File: src/rtl/cpu_clk_sequencer.sv
// iAPX432 two-phase clock sequencer: runtime period/offset config, INIT sequencing,
// run/halt and single-period stepping, all timed from the 250 MHz fabric clock.
module cpu_clk_sequencer #(
    parameter int CW          = 8,
    parameter int DIV_DEFAULT = 50,
    parameter int OFS_DEFAULT = 12,
    parameter int INIT_CYCLES = 16
) (
    input  logic          clk_250,
    input  logic          rst_n,
    input  logic          cfg_valid,
    input  logic [CW-1:0] cfg_div,
    input  logic [CW-1:0] cfg_ofs,
    output logic          cfg_ready,
    output logic          cfg_err,
    input  logic          run_req,
    input  logic          step_req,
    output logic          halted,
    output logic          period_start,
    output logic          init_n,
    output logic          clka,
    output logic          clkb
);
    localparam int IW = $clog2(INIT_CYCLES + 1);

    typedef enum logic [1:0] {
        ST_INIT   = 2'd0,
        ST_RUN    = 2'd1,
        ST_HALTED = 2'd2,
        ST_STEP   = 2'd3
    } state_t;

    state_t        state_r, state_s;
    logic [CW-1:0] cnt_r, cnt_s;
    logic [CW-1:0] div_r, ofs_r, sh_div_r, sh_ofs_r;
    logic [IW-1:0] init_cnt_r, init_cnt_s;
    logic          pend_r;
    logic          running_s, pe_s, accept_s, apply_s;
    logic          clka_s, clkb_s;
    logic          clka_r, clkb_r, period_start_r, init_n_r, halted_r, cfg_ready_r, cfg_err_r;

    function automatic logic cfg_legal(input logic [CW-1:0] d, input logic [CW-1:0] o);
        cfg_legal = (d >= CW'(4)) && (o < d);
    endfunction

    // Position inside the clkb phase, (c - o) mod d; one extra bit so c + d cannot overflow.
    function automatic logic [CW:0] phase_b(input logic [CW-1:0] c, input logic [CW-1:0] d,
                                            input logic [CW-1:0] o);
        if (c >= o) begin
            phase_b = {1'b0, c} - {1'b0, o};
        end else begin
            phase_b = {1'b0, c} + {1'b0, d} - {1'b0, o};
        end
    endfunction

    assign running_s = (state_r != ST_HALTED);
    assign pe_s      = running_s && (cnt_r == (div_r - CW'(1)));
    assign accept_s  = cfg_valid && cfg_ready_r;
    assign apply_s   = pend_r && (pe_s || (state_r == ST_HALTED));
    assign clka_s    = running_s && (cnt_r < (div_r >> 1));
    assign clkb_s    = running_s && (phase_b(cnt_r, div_r, ofs_r) < {1'b0, div_r >> 1});

    // Next-state, period counter and INIT period-end counting.
    always_comb begin
        state_s    = state_r;
        init_cnt_s = init_cnt_r;
        if (running_s && !pe_s) begin
            cnt_s = cnt_r + CW'(1);
        end else begin
            cnt_s = '0;
        end
        case (state_r)
            ST_INIT: begin
                if (pe_s && (init_cnt_r == IW'(INIT_CYCLES - 1))) begin
                    state_s = run_req ? ST_RUN : ST_HALTED;
                end else if (pe_s) begin
                    init_cnt_s = init_cnt_r + IW'(1);
                end else begin
                    state_s = ST_INIT;
                end
            end
            ST_RUN: begin
                if (pe_s && !run_req) begin
                    state_s = ST_HALTED;
                end else begin
                    state_s = ST_RUN;
                end
            end
            ST_HALTED: begin
                if (run_req) begin
                    state_s = ST_RUN;
                end else if (step_req) begin
                    state_s = ST_STEP;
                end else begin
                    state_s = ST_HALTED;
                end
            end
            ST_STEP: begin
                if (pe_s) begin
                    state_s = run_req ? ST_RUN : ST_HALTED;
                end else begin
                    state_s = ST_STEP;
                end
            end
            default: begin
                state_s = ST_INIT;
            end
        endcase
    end

    // Sequencer state and counters.
    always_ff @(posedge clk_250 or negedge rst_n) begin
        if (!rst_n) begin
            state_r    <= ST_INIT;
            cnt_r      <= '0;
            init_cnt_r <= '0;
        end else begin
            state_r    <= state_s;
            cnt_r      <= cnt_s;
            init_cnt_r <= init_cnt_s;
        end
    end

    // Config shadow: latch on accept, apply or discard at period end / while halted.
    always_ff @(posedge clk_250 or negedge rst_n) begin
        if (!rst_n) begin
            div_r       <= CW'(DIV_DEFAULT);
            ofs_r       <= CW'(OFS_DEFAULT);
            sh_div_r    <= '0;
            sh_ofs_r    <= '0;
            pend_r      <= 1'b0;
            cfg_ready_r <= 1'b1;
            cfg_err_r   <= 1'b0;
        end else if (apply_s) begin
            pend_r      <= 1'b0;
            cfg_ready_r <= 1'b1;
            cfg_err_r   <= !cfg_legal(sh_div_r, sh_ofs_r);
            if (cfg_legal(sh_div_r, sh_ofs_r)) begin
                div_r <= sh_div_r;
                ofs_r <= sh_ofs_r;
            end
        end else if (accept_s) begin
            sh_div_r    <= cfg_div;
            sh_ofs_r    <= cfg_ofs;
            pend_r      <= 1'b1;
            cfg_ready_r <= 1'b0;
            cfg_err_r   <= 1'b0;
        end else begin
            cfg_err_r   <= 1'b0;
        end
    end

    // Registered pin outputs; init_n/halted follow the next state so they switch with it.
    always_ff @(posedge clk_250 or negedge rst_n) begin
        if (!rst_n) begin
            clka_r         <= 1'b0;
            clkb_r         <= 1'b0;
            period_start_r <= 1'b0;
            init_n_r       <= 1'b0;
            halted_r       <= 1'b0;
        end else begin
            clka_r         <= clka_s;
            clkb_r         <= clkb_s;
            period_start_r <= running_s && (cnt_r == '0);
            init_n_r       <= (state_s != ST_INIT);
            halted_r       <= (state_s == ST_HALTED);
        end
    end

    assign clka         = clka_r;
    assign clkb         = clkb_r;
    assign period_start = period_start_r;
    assign init_n       = init_n_r;
    assign halted       = halted_r;
    assign cfg_ready    = cfg_ready_r;
    assign cfg_err      = cfg_err_r;
endmodule

File: config.mk
export PLATFORM = sky130hd
export DESIGN_NAME = cpu_clk_sequencer
export DESIGN_NICKNAME = d
export VERILOG_FILES = /design/src/rtl/cpu_clk_sequencer.sv
export SDC_FILE = /design/constraint.sdc
export NUM_CORES = 1
export LEC_CHECK = 0
export ABC_CLOCK_PERIOD_IN_PS = 4400
export BUFFER_PORTS_ARGS = -buffer_cell sky130_fd_sc_hd__buf_2
export CAP_MARGIN = 20
export CORE_ASPECT_RATIO = 1.2
export CORE_MARGIN = 8
export CORE_UTILIZATION = 55
export CTS_CLUSTER_SIZE = 20
export DETAILED_ROUTE_END_ITERATION = 10
export PLACE_DENSITY = 0.74
export SYNTH_ARGS = -nofsm -noshare
export SYNTH_HDL_FRONTEND = slang
export SYNTH_SLANG_ARGS = --single-unit
export TNS_END_PERCENT = 10
File: constraint.sdc
create_clock -name clk_250 -period 4.4 [get_ports clk_250]
set_input_delay 0.44 -clock clk_250 [delete_from_list [all_inputs] [get_ports clk_250]]
set_output_delay 0.44 -clock clk_250 [all_outputs]
set_load 0.02 [all_outputs]
## Word-level counts from Yosys, hierarchy flattened

Cells that the tools add are included.

- Register bits: 55
- Input port bits: 21
- Output and inout bits: 7
- Word-level logic and storage cells: 71

- Add/subtract/negate cells: 6
- Order comparisons: 5
- Equality and inequality tests: 7
- Mux-type cells: 15
- Bitwise operators: 2
- Reduce and logical (&&, ||, !) cells: 21

Operator list:

| operator | count |
|---|---|
| two-way mux 2 bit | 6 |
| logical AND 1 bit | 10 |
| adder 8 x 8 -> 9 bit | 1 |
| less-than comparator 9 x 7 -> 1 bit | 1 |
| two-way mux 9 bit | 1 |
| subtractor 8 x 8 -> 9 bit | 1 |
| subtractor 9 x 8 -> 9 bit | 1 |
| adder 8 x 1 -> 8 bit, second input constant | 1 |
| equality test 8 bit | 1 |
| >= comparator 8 x 3 -> 1 bit, second input constant | 1 |
| >= comparator 8 bit | 1 |
| zero test 8 bit | 1 |
| less-than comparator 8 x 7 -> 1 bit | 1 |
| less-than comparator 8 bit | 1 |
| two-way mux 8 bit | 1 |
| case mux 2 bit (4 select lines) | 1 |
| subtractor 8 x 1 -> 8 bit, second input constant | 1 |
| equality test 2 bit, second input constant | 3 |
| two-way mux 1 bit | 6 |
| adder 5 x 1 -> 5 bit, second input constant | 1 |
| equality test 5 x 4 -> 1 bit, second input constant | 1 |
| AND reduction 2 bit | 2 |
| nonzero test 2 bit | 2 |
| zero test 1 bit | 3 |
| other kinds (6) | 7 |

## Logic depth before layout (Yosys ltp)

- Depth after elaboration: 7
- Gate-level depth with buffers: 15
- Mapped depth without buffers: 15

## Worst setup path after synthesis

No wires, ideal clock.

- Path type: register to register
- From: reg div_r[1]
- To: reg clkb_r (netlist: clkb)
- Setup time: 0.066 ns
- Arrival: 3.489 ns
- Required time: 4.334 ns
- Path slack: 0.845 ns
- Stages on the path, launching flop included: 15
- Buffers on the path: 0
- Period minus slack after synthesis: 3.555 ns
- Cells stage by stage: dfstp_2 > inv_1 > fa_1 > inv_1 > fa_1 > a211oi_1 > o21bai_1 > a21oi_1 > xor2_1 > mux2i_1 > ha_1 > a211o_1 > or2_2 > o22ai_1 > o311a_1

- Longest elaborated chain between the ends: 5

RTL lines:

| what | line | RTL |
|---|---|---|
| from (decl) | 35 | `logic [CW-1:0] div_r, ofs_r, sh_div_r, sh_ofs_r;` |
| from (signal assigned) | 127 | `div_r <= CW'(DIV_DEFAULT);` |
| from (signal assigned) | 139 | `div_r <= sh_div_r;` |
| adder 8 x 8 -> 9 bit | 52 | `phase_b = {1'b0, c} + {1'b0, d} - {1'b0, o};` |
| subtractor 9 x 8 -> 9 bit | 52 |  |
| two-way mux 9 bit | 49 | `if (c >= o) begin` |
| less-than comparator 9 x 7 -> 1 bit * | 61 | `assign clkb_s = running_s && (phase_b(cnt_r, div_r, ofs_r) < {1'b0, div_r >> 1});` |
| logical AND 1 bit * | 61 |  |
| net clkb_s | 39 | `logic clka_s, clkb_s;` |
| to (signal assigned) | 163 | `clkb_r <= clkb_s;` |
| to (decl) | 40 | `logic clka_r, clkb_r, period_start_r, init_n_r, halted_r, cfg_ready_r, cfg_err_r;` |

Mark *: on every way through the listed nets, which the timed path passes. The rest lies on a longest branch.
A chain may end at the register's enable or synchronous reset.

## Final worst setup path

Ends and elaborated chain as after synthesis.

==> results.py <==
metrics = {
    "layout": {
        "final_common_cell": "dfrtp_1",
        "drive_gt1_share_pct": 16.9,
        "fin_nets": 502,
        "final_cell_mix": "dfrtp_1 (49), inv_1 (47), ha_1 (41)",
        "utilization_pct": 60.5,
        "area_growth_syn_to_layout_pct": 7.55,
        "antennaDiodeCount": 0,
    },
    "place": {
        "port_buffers": 27,
        "detailed_place_hpwl_um": 7050,
        "place.gp.congestion": 0.939,
    },
    "synth": {
        "ys.flop_type": "dfrtp_1",
        "synth_top_area_share_pct": 30.3,
        "async_reset_ff_share_pct": 100,
        "syn_area_per_cell_um2": 10.0,
        "synth.top_cells.by_area": "dfrtp_1 (30%), ha_1 (13%), fa_1 (4.5%), inv_1 (4.4%), mux2_2 (4.2%)",
        "syn_area_um2": 4040,
        "synthSimpleGateAreaFrac_pct": 11.8,
        "ys_warn_count": 0,
        "synth_cell_types": 54,
        "yosysSeqAreaShare_pct": 34.2,
        "synth_fp_nets": 474,
        "synth_top_family_by_area": "adder cells",
        "synthXorXnorAreaFrac_pct": 5.85,
        "synth_edf_count": 0,
        "synth_largest_area_cell": "dfrtp_1",
        "synthMuxAreaShare_pct": 10.9,
        "synth_seq_cells": 55,
        "synthCells": 403,
        "synth_compound_area_share_pct": 14.5,
        "synth_fa_ha_area_share_pct": 17.2,
    },
    "power_and_ir_drop": {
        "p_comb_share_pct": 9.1,
        "clock_power_share_pct": 32.2,
        "p_sw_mw": 0.222,
        "pwr-share-seq_pct": 58.7,
        "power_leakage_nw": 2.02,
        "power_mw": 0.915,
        "internal_power_mw": 0.693,
        "switching_share_pct": 24.3,
        "power_density_nw_per_um2": 211,
        "max-vdd-ir-drop_uv": 274,
    },
    "floorplan": {
        "core_area_um2": 7190,
        "die_x_um": 94.3,
        "io_pins": 28,
        "die_height_um": 110,
        "start_util_pct": 56.2,
        "rows": 34,
        "fp.dieArea_um2": 10400,
    },
    "setup_path": {
        "path_cells": "inv_1 -> fa_1 -> inv_1 -> fa_1 -> a211oi_1 -> o21bai_1 -> a21oi_1 -> xor2_1 -> mux2i_1 -> ha_1 -> a211o_1 -> or2_2 -> o22ai_1 -> o311a_1",
        "crit_type": "flop to flop",
        "regToRegEndpoint": "clkb",
        "critPathMaxStageDelay_ps": 600,
        "r2r_slack_ps": 490,
        "cp-end-kind": "flop",
        "r2r_start": "div_r[1]",
        "required_ps": 4650,
        "critPathLaunchType": "flop",
        "crit_start": "div_r[1]",
        "critical_path.max_fanout": 6,
        "worstPathArrival_ps": 4160,
        "cp-endpoint": "clkb",
        "crit_slowest_cell": "dfstp_2",
        "reg2reg_depth": 14,
    },
    "clocking": {
        "cts_setup_buffers": 0,
        "cts_tree": "yes",
        "cts.sinks": 55,
        "cts_resized": 0,
        "cts-root-buf": "clkbuf_8",
        "clk_latency_ps": 310,
        "cts_buffers": 5,
        "ctsHoldBuffers": 0,
        "clk_pin_slew_worst_paths_ps": 100,
        "cts_buffer_depth": 2,
        "cts_max_level": 2,
    },
    "routing": {
        "routed_via_density": 5.86,
        "drt_iter0_markers": 195,
        "route.detailed.drc": 0,
        "totalWireLength_um": 8830,
        "dr.pass1.iters": 4,
        "vias": 3059,
        "drt-wirelength-per-cell_um": 16.9,
        "ant_nets": 0,
    },
    "global_routing": {
        "grt_max_degree": 56,
        "grt_remaining_overflow": 0,
        "grt_usage_pct": 18.3,
        "antenna_found_initial": 0,
        "grt_pass1_wl_um": 15100,
        "grt_pass1_vias": 3136,
    },
    "sta": {
        "drv_slew": 0,
        "max_slew_margin_pct": 36.7,
        "hold_violations": 0,
        "fin_tns_setup_ps": 0,
        "min_period_ps": 3910,
        "fmaxAchievable_ghz": 0.256,
        "rsz0062_at_grt": "no",
        "worst_pin_slew_ps": 947,
        "clock_skew_ps": 8.62,
        "period_share_pct": 88.9,
        "setup-violations-final": 0,
    },
    "hold_path": {
        "hold_class": "primary input to asynchronous set/reset pin",
    },
    "status": {
        "status": "complete, no violations",
    },
    "flow_run": {
        "maxCapViolations": 0,
    },
}
[state kept, by name (all words and copies together) (netlist names), 2 cells and up]
name and flops:
div_r 8, init_cnt_r 5, cnt_r 8, ofs_r 8
sh_ofs_r 8, state_r 2, sh_div_r 8
[worst min-delay path by stage]
stage               cells after the start       endpoint
detailed placement                      1  init_cnt_r[3]
global placement                        1  init_cnt_r[3]
CTS                                     2    sh_div_r[0]
finish                                  2    sh_div_r[1]
floorplan                               0        cfg_err
global route                            2      cfg_ready
[worst max-delay path, delay by kind of cell, from the launching register on]
kind	cells	cell delay, ps
multiplexers	1	80
adder cells (fa/ha/maj)	3	1300
flip-flops	1	600
AO/OA/AOI/OAI	6	1290
AND/OR/NAND/NOR	1	270
buffers and inverters	2	170
XOR/XNOR	1	150
[power groups by stage]
| stage | Sequential, mW | Clock (mW) | Combinational [mW] |
|---|---|---|---|
| global route | 0.540 | 0.322 | 0.0949 |
| detailed placement | 0.547 | 0 | 0.0848 |
| global placement | 0.546 | 0 | 0.0806 |
| finish | 0.537 | 0.295 | 0.0833 |
| floorplan | 0.542 | 0 | 0.0524 |
| CTS | 0.537 | 0.303 | 0.0849 |
[cells by family (layout without fill, tap and decap cells)]
family                     count (synthesis)  in the layout
adders and majority gates                 50             50
AOI/OAI and AO/OA                         84             84
muxes                                     37             37
xor gates and xnor gates                  27             27
and+or+nand+nor                           96             96
buffers and inverters                     54             83
DFF                                       55             55
[stage by stage]
step / setup slack, ps / instance area (um^2) / std cells / hold WS, ps
floorplan: 845 / 4040 / 403 / 144
global placement: 643 / 4250 / 514 / 452
detailed placement: 469 / 4250 / 514 / 451
CTS: 473 / 4350 / 522 / 261
global route: 208 / 4350 / 522 / 272
finish: 490 / 4350 / 522 / 233
[final cells by class]
cell class | instances | area, um^2
fill | 608 | 2840
multi-input combinational | 294 | 2430
sequential | 55 | 1380
inverter | 47 | 176
timing repair buffer | 28 | 143
tap | 90 | 113
clock buffer | 6 | 82.6
clock inverter | 2 | 16.3
[layer usage]
metal  up-vias  track usage, %  part of all wire, %
li1       1481               -                    -
met1      1509            22.6                   45
met2        54            32.4                   51
met3        15            1.91                  1.9
met4         0            5.68                  2.3
met5         -               0                    0
[synthesized netlist by cell type (3+ instances only)]
library cell	instances
o21ai_0	10
mux2_2	15
a211o_1	3
mux2i_1	11
nand2b_1	7
dfrtp_1	49
and3_1	5
a21oi_1	23
nor3_1	10
a211oi_1	8
o31ai_1	4
buf_6	3
inv_1	47
or3_1	3
dfstp_2	6
mux2_4	10
o21a_1	3
nand4_1	7
a21o_1	8
xor2_1	14
ha_1	41
o211ai_1	3
nand3_1	12
nand2_1	12
nor4_1	3
clkbuf_1	4
nor2_1	29
xnor2_1	13
fa_1	9
(Power assumes the default switching activity.)
